### config.mk
export PLATFORM = sky130hd
export DESIGN_NAME = game_ctrl_flat
export DESIGN_NICKNAME = d
export VERILOG_FILES = /design/src/rtl/game_pkg.sv /design/src/rtl/game_if.sv /design/src/rtl/game_ctrl_sec_tick.sv /design/src/rtl/game_ctrl.sv /design/src/flat_wrapper.sv
export SDC_FILE = /design/constraint.sdc
export NUM_CORES = 1
export LEC_CHECK = 0
export CAP_MARGIN = 10
export CELL_PAD_IN_SITES_DETAIL_PLACEMENT = 0
export CELL_PAD_IN_SITES_GLOBAL_PLACEMENT = 1
export CORE_MARGIN = 8
export CORE_UTILIZATION = 44
export CTS_CLUSTER_SIZE = 30
export DETAILED_ROUTE_END_ITERATION = 10
export PLACE_DENSITY_LB_ADDON = 0.1
export REMOVE_ABC_BUFFERS = 1
export SYNTH_ARGS = -nofsm -noshare
export SYNTH_HDL_FRONTEND = slang
export SYNTH_SLANG_ARGS = --single-unit
### constraint.sdc
create_clock -name clk -period 2.6 [get_ports clk]
set_input_delay 0.78 -clock clk [delete_from_list [all_inputs] [get_ports clk]]
set_output_delay 0.78 -clock clk [all_outputs]
set_load 0.03 [all_outputs]
### src/rtl/game_pkg.sv
// game_pkg: shared types and constants for the Tom & Jerry game sequencer.
//   state_t   : game phase encoding (IDLE, COUNTDOWN, PLAY, OVER)
//   WIN_*     : winner codes as reported by the collision logic
//   SCORE_W   : width of each per-player round score
package game_pkg;

  typedef enum logic [1:0] {
    IDLE      = 2'd0,
    COUNTDOWN = 2'd1,
    PLAY      = 2'd2,
    OVER      = 2'd3
  } state_t;

  localparam logic [1:0] WIN_TOM   = 2'b10;
  localparam logic [1:0] WIN_JERRY = 2'b01;
  localparam logic [1:0] WIN_NONE  = 2'b00;

  localparam int SCORE_W = 4;
  localparam logic [SCORE_W-1:0] SCORE_MAX = '1;

endpackage

### src/rtl/game_if.sv
// game_if: bundle between the input/UART layer, the gameplay/draw modules
// and the game sequencer.
//   start, restart_local, restart_remote : single-cycle request pulses
//   gameover  : collision logic result level (2'b10 Tom, 2'b01 Jerry)
//   state     : current phase, over : latched winner, game_rst : re-init pulse
//   count     : countdown seconds, time_left : play seconds remaining
//   score_tom, score_jerry : saturating round scores
// The master modport drives the requests; the slave modport is the sequencer.
interface game_if;
  import game_pkg::*;

  logic               start;
  logic               restart_local;
  logic               restart_remote;
  logic [1:0]         gameover;
  logic [1:0]         state;
  logic [1:0]         over;
  logic               game_rst;
  logic [3:0]         count;
  logic [7:0]         time_left;
  logic [SCORE_W-1:0] score_tom;
  logic [SCORE_W-1:0] score_jerry;

  modport master (
    output start, restart_local, restart_remote, gameover,
    input  state, over, game_rst, count, time_left, score_tom, score_jerry
  );

  modport slave (
    input  start, restart_local, restart_remote, gameover,
    output state, over, game_rst, count, time_left, score_tom, score_jerry
  );

endinterface

### src/rtl/game_ctrl_sec_tick.sv
// sec_tick: one-second tick generator.
//   clk  : system clock
//   rst  : asynchronous active-high reset
//   clr  : restarts the second from zero (driven on every phase entry)
//   tick : one-cycle strobe in the last cycle of each CLK_HZ-cycle second
// With clr asserted in the cycle a phase change is decided, the counter reads
// zero in the first cycle of the new phase and tick fires in its
// (CLK_HZ-1)th cycle, so the phase consuming it changes exactly CLK_HZ cycles
// after entry.
module sec_tick #(
  parameter int CLK_HZ = 65_000_000
) (
  input  logic clk,
  input  logic rst,
  input  logic clr,
  output logic tick
);

  localparam int CW = (CLK_HZ > 1) ? $clog2(CLK_HZ) : 1;
  localparam logic [CW-1:0] LAST = CW'(CLK_HZ - 1);

  logic [CW-1:0] cnt_q;

  assign tick = (cnt_q == LAST);

  always_ff @(posedge clk or posedge rst) begin
    if (rst) begin
      cnt_q <= '0;
    end else if (clr || tick) begin
      cnt_q <= '0;
    end else begin
      cnt_q <= cnt_q + CW'(1);
    end
  end

endmodule

### src/rtl/game_ctrl.sv
// game_ctrl: top-level game sequencer for the two-player Tom & Jerry game.
//   clk : system clock (single domain)
//   rst : asynchronous active-high reset; every output returns to zero
//   bus : game_if.slave
//         in : start, restart_local, restart_remote, gameover
//         out: state, over, game_rst, count, time_left, score_tom, score_jerry
// Phases IDLE -> COUNTDOWN -> PLAY -> OVER -> COUNTDOWN ... . All outputs are
// registers; a decision taken from the inputs/tick in one cycle is visible in
// the next.
module game_ctrl
  import game_pkg::*;
#(
  parameter int CLK_HZ    = 65_000_000,
  parameter int COUNT_SEC = 3,
  parameter int ROUND_SEC = 60
) (
  input  logic    clk,
  input  logic    rst,
  game_if.slave   bus
);

  localparam logic [3:0] COUNT_LOAD = 4'(COUNT_SEC);
  localparam logic [7:0] ROUND_LOAD = 8'(ROUND_SEC);

  function automatic logic [SCORE_W-1:0] sat_inc(input logic [SCORE_W-1:0] s);
    return (s == SCORE_MAX) ? s : s + SCORE_W'(1);
  endfunction

  state_t             state_q, state_d;
  logic [1:0]         over_q, over_d;
  logic               grst_q, grst_d;
  logic [3:0]         count_q, count_d;
  logic [7:0]         time_q, time_d;
  logic [SCORE_W-1:0] tom_q, tom_d;
  logic [SCORE_W-1:0] jer_q, jer_d;
  logic               rl_q, rl_d;
  logic               rr_q, rr_d;

  logic tick;
  logic clr;
  logic go_tom;
  logic go_jerry;
  logic rl_seen;
  logic rr_seen;

  sec_tick #(
    .CLK_HZ (CLK_HZ)
  ) u_sec_tick (
    .clk  (clk),
    .rst  (rst),
    .clr  (clr),
    .tick (tick)
  );

  // 2'b11 and 2'b00 are both "no event"
  assign go_tom   = (bus.gameover == WIN_TOM);
  assign go_jerry = (bus.gameover == WIN_JERRY);

  // A restart request counts if it was seen earlier or is arriving now
  assign rl_seen  = rl_q | bus.restart_local;
  assign rr_seen  = rr_q | bus.restart_remote;

  // Decision stage: next phase and next register values
  always_comb begin
    state_d = state_q;
    over_d  = over_q;
    grst_d  = 1'b0;
    count_d = count_q;
    time_d  = time_q;
    tom_d   = tom_q;
    jer_d   = jer_q;
    rl_d    = rl_q;
    rr_d    = rr_q;

    case (state_q)
      IDLE: begin
        if (bus.start) begin
          state_d = COUNTDOWN;
          count_d = COUNT_LOAD;
          time_d  = '0;
          grst_d  = 1'b1;
        end
      end

      COUNTDOWN: begin
        if (tick) begin
          if (count_q <= 4'd1) begin
            state_d = PLAY;
            count_d = '0;
            time_d  = ROUND_LOAD;
          end else begin
            count_d = count_q - 4'd1;
          end
        end
      end

      PLAY: begin
        // A collision result outranks a simultaneous final tick; time_left
        // then keeps the value it had when the round was decided.
        if (go_tom) begin
          state_d = OVER;
          over_d  = WIN_TOM;
          tom_d   = sat_inc(tom_q);
        end else if (go_jerry) begin
          state_d = OVER;
          over_d  = WIN_JERRY;
          jer_d   = sat_inc(jer_q);
        end else if (tick) begin
          if (time_q <= 8'd1) begin
            // Running out the clock is a Jerry win
            state_d = OVER;
            over_d  = WIN_JERRY;
            jer_d   = sat_inc(jer_q);
            time_d  = '0;
          end else begin
            time_d = time_q - 8'd1;
          end
        end
      end

      OVER: begin
        rl_d = rl_seen;
        rr_d = rr_seen;
        if (rl_seen && rr_seen) begin
          state_d = COUNTDOWN;
          rl_d    = 1'b0;
          rr_d    = 1'b0;
          over_d  = WIN_NONE;
          count_d = COUNT_LOAD;
          time_d  = '0;
          grst_d  = 1'b1;
        end
      end

      default: begin
        state_d = IDLE;
      end
    endcase
  end

  // Restart the second counter whenever the phase is about to change
  assign clr = (state_d != state_q);

  // Register stage: every output is driven straight from a flop
  always_ff @(posedge clk or posedge rst) begin
    if (rst) begin
      state_q <= IDLE;
      over_q  <= WIN_NONE;
      grst_q  <= 1'b0;
      count_q <= '0;
      time_q  <= '0;
      tom_q   <= '0;
      jer_q   <= '0;
      rl_q    <= 1'b0;
      rr_q    <= 1'b0;
    end else begin
      state_q <= state_d;
      over_q  <= over_d;
      grst_q  <= grst_d;
      count_q <= count_d;
      time_q  <= time_d;
      tom_q   <= tom_d;
      jer_q   <= jer_d;
      rl_q    <= rl_d;
      rr_q    <= rr_d;
    end
  end

  assign bus.state       = state_q;
  assign bus.over        = over_q;
  assign bus.game_rst    = grst_q;
  assign bus.count       = count_q;
  assign bus.time_left   = time_q;
  assign bus.score_tom   = tom_q;
  assign bus.score_jerry = jer_q;

endmodule
### src/flat_wrapper.sv
// flat-port wrapper written by rule: the top's interface ports become plain ports
module game_ctrl_flat import game_pkg::*;
#(
  parameter int CLK_HZ    = 65_000_000,
  parameter int COUNT_SEC = 3,
  parameter int ROUND_SEC = 60
)
  (clk, rst, bus_start, bus_restart_local, bus_restart_remote, bus_gameover, bus_state, bus_over, bus_game_rst, bus_count, bus_time_left, bus_score_tom, bus_score_jerry);
  game_if bus_i ();
  input  logic clk;
  input  logic rst;
  input wire logic [$bits(bus_i.start)-1:0] bus_start;
  input wire logic [$bits(bus_i.restart_local)-1:0] bus_restart_local;
  input wire logic [$bits(bus_i.restart_remote)-1:0] bus_restart_remote;
  input wire logic [$bits(bus_i.gameover)-1:0] bus_gameover;
  output wire logic [$bits(bus_i.state)-1:0] bus_state;
  output wire logic [$bits(bus_i.over)-1:0] bus_over;
  output wire logic [$bits(bus_i.game_rst)-1:0] bus_game_rst;
  output wire logic [$bits(bus_i.count)-1:0] bus_count;
  output wire logic [$bits(bus_i.time_left)-1:0] bus_time_left;
  output wire logic [$bits(bus_i.score_tom)-1:0] bus_score_tom;
  output wire logic [$bits(bus_i.score_jerry)-1:0] bus_score_jerry;
  assign bus_i.start = bus_start;
  assign bus_i.restart_local = bus_restart_local;
  assign bus_i.restart_remote = bus_restart_remote;
  assign bus_i.gameover = bus_gameover;
  assign bus_state = bus_i.state;
  assign bus_over = bus_i.over;
  assign bus_game_rst = bus_i.game_rst;
  assign bus_count = bus_i.count;
  assign bus_time_left = bus_i.time_left;
  assign bus_score_tom = bus_i.score_tom;
  assign bus_score_jerry = bus_i.score_jerry;
  game_ctrl #(.CLK_HZ(CLK_HZ), .COUNT_SEC(COUNT_SEC), .ROUND_SEC(ROUND_SEC)) u_core (.clk(clk), .rst(rst), .bus(bus_i));
endmodule
==> results.yml, run 1 <==
status:
  status: "finished clean"
final_layout:
  area_delta_synth_final_pct: 22.8
  postLayoutCoreUtil: 0.552
  diodes: 0
  nets: 415
  final_cell_area_sq_mm: 0.00396
  drive_above_1_share: 0.154
synthesis:
  synth-async-reset-ratio: 1.00
  synth.area.top_cells: "dfrtp_1 41%, ha_1 5.4%, xor2_1 4.1%"
  synth_edf_count: 0
  yosys-top-cells-count: "53 x dfrtp_1, 22 x nor2_1, 21 x nand2_1"
  syn_area_per_cell_sq_um: 9.60
  yosys.area.top_type_share: 0.411
  yosys.area.top_type: "dfrtp_1"
  ys_seq_elements: 53
  ys.flop_type: "dfrtp_1"
  yosysSeqAreaShare: 0.411
  synth.most_common_cell: "dfrtp_1"
  ys_types: 62
  yosysWarnings: 0
  syn-instance-count: 336
  syn_area_sq_mm: 0.00323
drt:
  drt.antenna.violating_nets: 0
  routed_wl_microns: 7970
  drtIter0Drc: 66
  firstDrtPassIters: 4
  vias_per_cell: 5.70
  drc: 0
  vias: 2815
  post_drt_wl_per_cell_microns: 16.1
setup_path:
  start_kind: "input pin"
  crit_type: "input pin to flop"
  r2r_end: "u_core.bus.count[2]"
  startpoint: "bus_gameover[0]"
  crit_required_ns: 2.80
  rr_worst_depth: 6
  r2r-start: "u_core.u_sec_tick.cnt_q[10]"
  cp-end-kind: "flop"
  arrival_ns: 2.73
  cp_max_fo: 26
  r2r_slack_ns: 0.24
die:
  initial_core_util: 0.450
  fp.coreArea_sq_mm: 0.00718
  num_rows: 31
  die_h_microns: 102
  die_w_microns: 102
  dieArea_sq_mm: 0.0103
  pin_count: 32
global_route:
  grt_max_degree: 54
  grt_antenna_before_repair: 0
  grt_pass1_wl_microns: 13600
  first_global_vias: 2829
  grt.overflow.total: 0
  grt_use_total: 0.163
placement:
  hpwl_microns: 5700
  gp_congestion: 0.806
  place_area_sq_mm: 0.00386
  portBuffers: 31
pwr:
  power_mw: 3.92
  total_leakage_power_nw: 1.64
  peakVddDrop_mv: 0.483
  power_density_mw_per_mm2: 988
clock_network:
  clock_sinks: 53
  root_buffer: "clkbuf_8"
  postCtsResizedCells: 0
  clk_pin_slew_ns: 0.09
  post_cts_buffers: 0
  insertion_delay_ns: 0.31
  hold_buffers: 0
  cts_tree: "yes"
  htree_levels: 2
  clk_path_buf_depth: 2
  cts-buffers-inserted: 5
hold_path:
  hold_path_startpoint: "u_core.u_sec_tick.cnt_q[0]"
  hold_depth: 1
  hp-class: "flop to flop"
  hold-path-endpoint: "u_core.u_sec_tick.cnt_q[0]"
timing:
  rsz0062_at_grt: "true"
  worst_slew_pin_slew_ns: 0.522
  period_minus_slack_ns: 2.53
  setup_viol: 0
  fin_skew_ns: 0.0119
  fin_crit_sh: 0.973
  maxSlewViolCount: 0
  fmax_mhz: 395
  relSlewSlack: 0.652
  finalHoldViolCount: 0
run:
  cap_violations: 0
## layer usage
layer	up-vias	GRT usage	routed length, microns
met5	-	0	0
met4	0	0.0458	99
met3	8	0.0254	243
met2	33	0.281	4010
met1	1403	0.205	3620
li1	1371	-	-
## logic make-up after synthesis
kind of cell | Yosys count | share of synthesized area
adder cells (fa/ha/maj) | 14 | 0.0543
multiplexers | 6 | 0.0221
AND/OR/NAND/NOR | 140 | 0.254
XOR/XNOR | 27 | 0.0733
AO/OA/AOI/OAI | 68 | 0.148
buffers and inverters | 28 | 0.0372
flip-flops | 53 | 0.411
## stage by stage
stage	std cells	setup TNS [ns]	hold WS [ns]	worst slack [ns]
floorplan	328	-0.475	0.467	-0.0212
global placement	486	-4.45	0.487	-0.193
detailed placement	486	-5.29	0.496	-0.255
CTS	494	0	0.509	0.0815
global route	494	-0.588	0.540	-0.0784
finish	494	0	0.515	0.0712
## cell type report
type | instances | area [sq um]
sequential | 53 | 1330
tap | 99 | 124
clock inverter | 2 | 13.8
timing repair buffer | 59 | 558
multi-input combinational | 255 | 1790
clock buffer | 6 | 72.6
inverter | 20 | 75.1
fill | 684 | 3210
## worst max path at each step
| stage | to | slack (ns) | depth (start not counted) |
|---|---|---|---|
| final | u_core.u_sec_tick.cnt_q[5] | 0.07 | 9 |
| after floorplan | u_core.u_sec_tick.cnt_q[10] | -0.02 | 7 |
| after global routing | u_core.u_sec_tick.cnt_q[18] | -0.08 | 9 |
| after CTS | u_core.u_sec_tick.cnt_q[3] | 0.08 | 9 |
| after detailed placement | u_core.u_sec_tick.cnt_q[12] | -0.25 | 9 |
| after global placement | u_core.u_sec_tick.cnt_q[16] | -0.19 | 9 |
## state kept, by name (all words and copies together), names as in the netlist
register	cells
u_core.bus.state	2
u_core.rl_q	1
u_core.bus.game_rst	1
u_core.bus.score_tom	4
u_core.u_sec_tick.cnt_q	26
u_core.bus.over	2
u_core.bus.score_jerry	4
u_core.bus.time_left	8
u_core.bus.count	4
u_core.rr_q	1
## worst max-delay path, stage by stage
cell and delay, ns:
clkdlybuf4s50_1 0.48, inv_1 0.05, ha_1 0.20, o21a_1 0.21
or3_1 0.33, a31oi_2 0.20, nor3_2 0.08, buf_12 0.17
nor4_1 0.24
## power by group
group | leakage [nW] | internal, mW | switching [mW]
combinational | 0.882 | 0.947 | 1.31
sequential | 0.711 | 0.994 | 0.181
clock | 0.0456 | 0.193 | 0.290
## layout by cell type (no fill, tap or decap), types with 2 or more instances in the layout
master | synthesis | final
a41oi_1 | 2 | 2
xor2_1 | 15 | 15
or4_1 | 2 | 2
clkbuf_8 | 0 | 5
mux2_2 | 5 | 5
buf_4 | 0 | 25
a21oi_1 | 9 | 9
o211ai_1 | 9 | 9
inv_1 | 20 | 19
nor2_1 | 22 | 22
or2_2 | 4 | 4
o32ai_1 | 2 | 2
clkdlybuf4s50_1 | 0 | 31
o41ai_1 | 2 | 2
nor3_2 | 2 | 2
nand3_1 | 11 | 11
and3_1 | 2 | 2
nand2b_1 | 3 | 3
o311a_1 | 2 | 2
o311ai_0 | 2 | 2
nor3_1 | 17 | 17
a31oi_1 | 4 | 3
o21ai_0 | 18 | 18
dfrtp_1 | 53 | 53
nor4_1 | 19 | 18
or3_1 | 7 | 7
ha_1 | 14 | 14
o31ai_1 | 2 | 2
nand4_1 | 11 | 11
a21boi_0 | 2 | 2
nand4b_1 | 2 | 2
and4_1 | 3 | 3
nand2_1 | 21 | 21
nor4_4 | 2 | 2
buf_12 | 0 | 3
xnor2_1 | 12 | 12
Note: power is estimated with default switching activity, not from simulation.
==> run 2: changes to the inputs <==
--- a/config.mk
+++ b/config.mk
@@ -12,7 +12,7 @@
 export CORE_UTILIZATION = 44
 export CTS_CLUSTER_SIZE = 30
 export DETAILED_ROUTE_END_ITERATION = 10
-export PLACE_DENSITY_LB_ADDON = 0.1
+export PLACE_DENSITY_LB_ADDON = 0.25
 export REMOVE_ABC_BUFFERS = 1
 export SYNTH_ARGS = -nofsm -noshare
 export SYNTH_HDL_FRONTEND = slang
==> run 2 against run 1 <==
Count of clock-buffer cells in the layout fell by 1. Highest routed layer unchanged. Wire length fell by 0.61%. Largest power group unchanged. Worst hold slack worse by 0.014 ns. Utilization grew 0.65 points. Combinational power increased by 2%. Cell area rose by 1.2%. Fmax down 0.65%. Critical path type unchanged. Sequential power barely moved. Non-clock buffer count is 4 higher.
==> results.yml, run 2 (synthesized netlist as in run 1, its figures left out) <==
global_route:
  grt_antenna_before_repair: 0
  grt_use_total: 0.165
  grt.overflow.total: 0
  grt_pass1_wl_microns: 13800
  first_global_vias: 2832
  grt_max_degree: 54
setup_path:
  crit_type: "input pin to flop"
  start_kind: "input pin"
  r2r-start: "u_core.u_sec_tick.cnt_q[10]"
  r2r_end: "u_core.bus.time_left[1]"
  cp_max_fo: 26
  crit_required_ns: 2.81
  arrival_ns: 2.76
  r2r_slack_ns: 0.26
  cp-end-kind: "flop"
  rr_worst_depth: 5
clock_network:
  postCtsResizedCells: 0
  post_cts_buffers: 0
  clk_path_buf_depth: 2
  htree_levels: 2
  hold_buffers: 0
  cts-buffers-inserted: 5
  clock_sinks: 53
  cts_tree: "yes"
  insertion_delay_ns: 0.31
  root_buffer: "clkbuf_8"
  clk_pin_slew_ns: 0.10
placement:
  portBuffers: 31
  gp_congestion: 0.907
  hpwl_microns: 5770
  pre_cts_ws_ns: -0.289
timing:
  rsz0062_at_grt: "true"
  fin_crit_sh: 0.979
  worst_slew_pin_slew_ns: 0.512
  fmax_mhz: 393
  finalHoldViolCount: 0
  setup_ws_ns: 0.0546
  maxSlewViolCount: 0
  relSlewSlack: 0.654
  setup_viol: 0
  tns_ns: 0
  fin_skew_ns: 0.00570
  period_minus_slack_ns: 2.55
final_layout:
  drive_above_1_share: 0.170
  final_cell_mix: "53 x dfrtp_1, 31 x clkdlybuf4s50_1, 29 x buf_4, 22 x nor2_1, 21 x nand2_1"
  nFillCells: 649
  top_register: "u_core.u_sec_tick.cnt_q"
  area_delta_synth_final_pct: 24.2
  diodes: 0
  mostFrequentLayoutCell: "dfrtp_1"
  nets: 419
  largest_register_ffs: 26
pwr:
  total_leakage_power_nw: 1.66
  power_density_mw_per_mm2: 990
  peakVddDrop_mv: 0.463
drt:
  drtIter0Drc: 109
  firstDrtPassIters: 4
  met2_length_microns: 3830
  vias: 2878
  drc: 0
  highest_layer: "met4"
  post_drt_wl_per_cell_microns: 15.9
  wl_met3_microns: 398
  drt-met1-wl_microns: 3540
  drt.antenna.violating_nets: 0
  vias_per_cell: 5.78
  routed_wl_microns: 7920
die:
  pin_count: 32
  num_rows: 31
  initial_core_util: 0.450
  die_w_microns: 102
  dieArea_sq_mm: 0.0103
  die_h_microns: 102
  fp.coreArea_sq_mm: 0.00718
run:
  cap_violations: 0
hold_path:
  hold_depth: 1
  hold-path-endpoint: "u_core.u_sec_tick.cnt_q[0]"
  hp-class: "flop to flop"
  hold_path_startpoint: "u_core.u_sec_tick.cnt_q[0]"
status:
  status: "finished clean"
## run 2: critical path: stages
cell	delay, ns
clkdlybuf4s50_1	0.49
inv_1	0.05
ha_1	0.20
o21a_1	0.23
or3_1	0.33
a31oi_2	0.18
nor3_2	0.08
buf_12	0.16
nor4_1	0.25
## run 2: how the worst max path moves through the flow
stage	slack (ns)	endpoint	start	cells after the start
2_1_floorplan	-0.02	u_core.u_sec_tick.cnt_q[10]	u_core.bus.state[0]	7
3_3_place_gp	-0.20	u_core.u_sec_tick.cnt_q[3]	bus_gameover[0]	9
6_report	0.05	u_core.u_sec_tick.cnt_q[3]	bus_gameover[0]	9
3_5_place_dp	-0.29	u_core.u_sec_tick.cnt_q[17]	bus_gameover[0]	9
4_1_cts	0.05	u_core.u_sec_tick.cnt_q[12]	bus_gameover[0]	9
5_1_grt	-0.04	u_core.u_sec_tick.cnt_q[3]	bus_gameover[0]	9
## run 2: layout make-up
type / instances / area, sq um / share of cell area
clock buffers: 5 / 68.8 / 0.0172
flip-flops and latches: 53 / 1330 / 0.331
well taps: 99 / 124 / 0.0309
inverters: 20 / 75.1 / 0.0187
multi-input cells: 255 / 1810 / 0.450
clock inverters: 3 / 21.3 / 0.00531
repair buffers: 63 / 588 / 0.147
## run 2: metal layers
metal / vias to the layer above / track usage
li1: 1385 / -
met2: 75 / 0.264
met4: 0 / 0.0596
met5: - / 0
met1: 1408 / 0.220
met3: 10 / 0.0234
## run 2: through the flow
stage / util / cell area (sq um) / power (mW) / hold slack, ns / std cells
after floorplan: - / 3180 / 2.51 / 0.467 / 328
after global placement: 0.543 / 3890 / 3.44 / 0.487 / 490
after detailed placement: 0.543 / 3890 / 3.45 / 0.490 / 490
after CTS: 0.555 / 3980 / 3.94 / 0.504 / 498
after global routing: 0.559 / 4010 / 4.26 / 0.544 / 498
final: 0.559 / 4010 / 3.97 / 0.501 / 498
## run 2: power breakdown
group	switching, mW	total [mW]	internal, mW
registers	0.172	1.17	0.994
logic	1.35	2.31	0.966
clock network	0.297	0.489	0.192
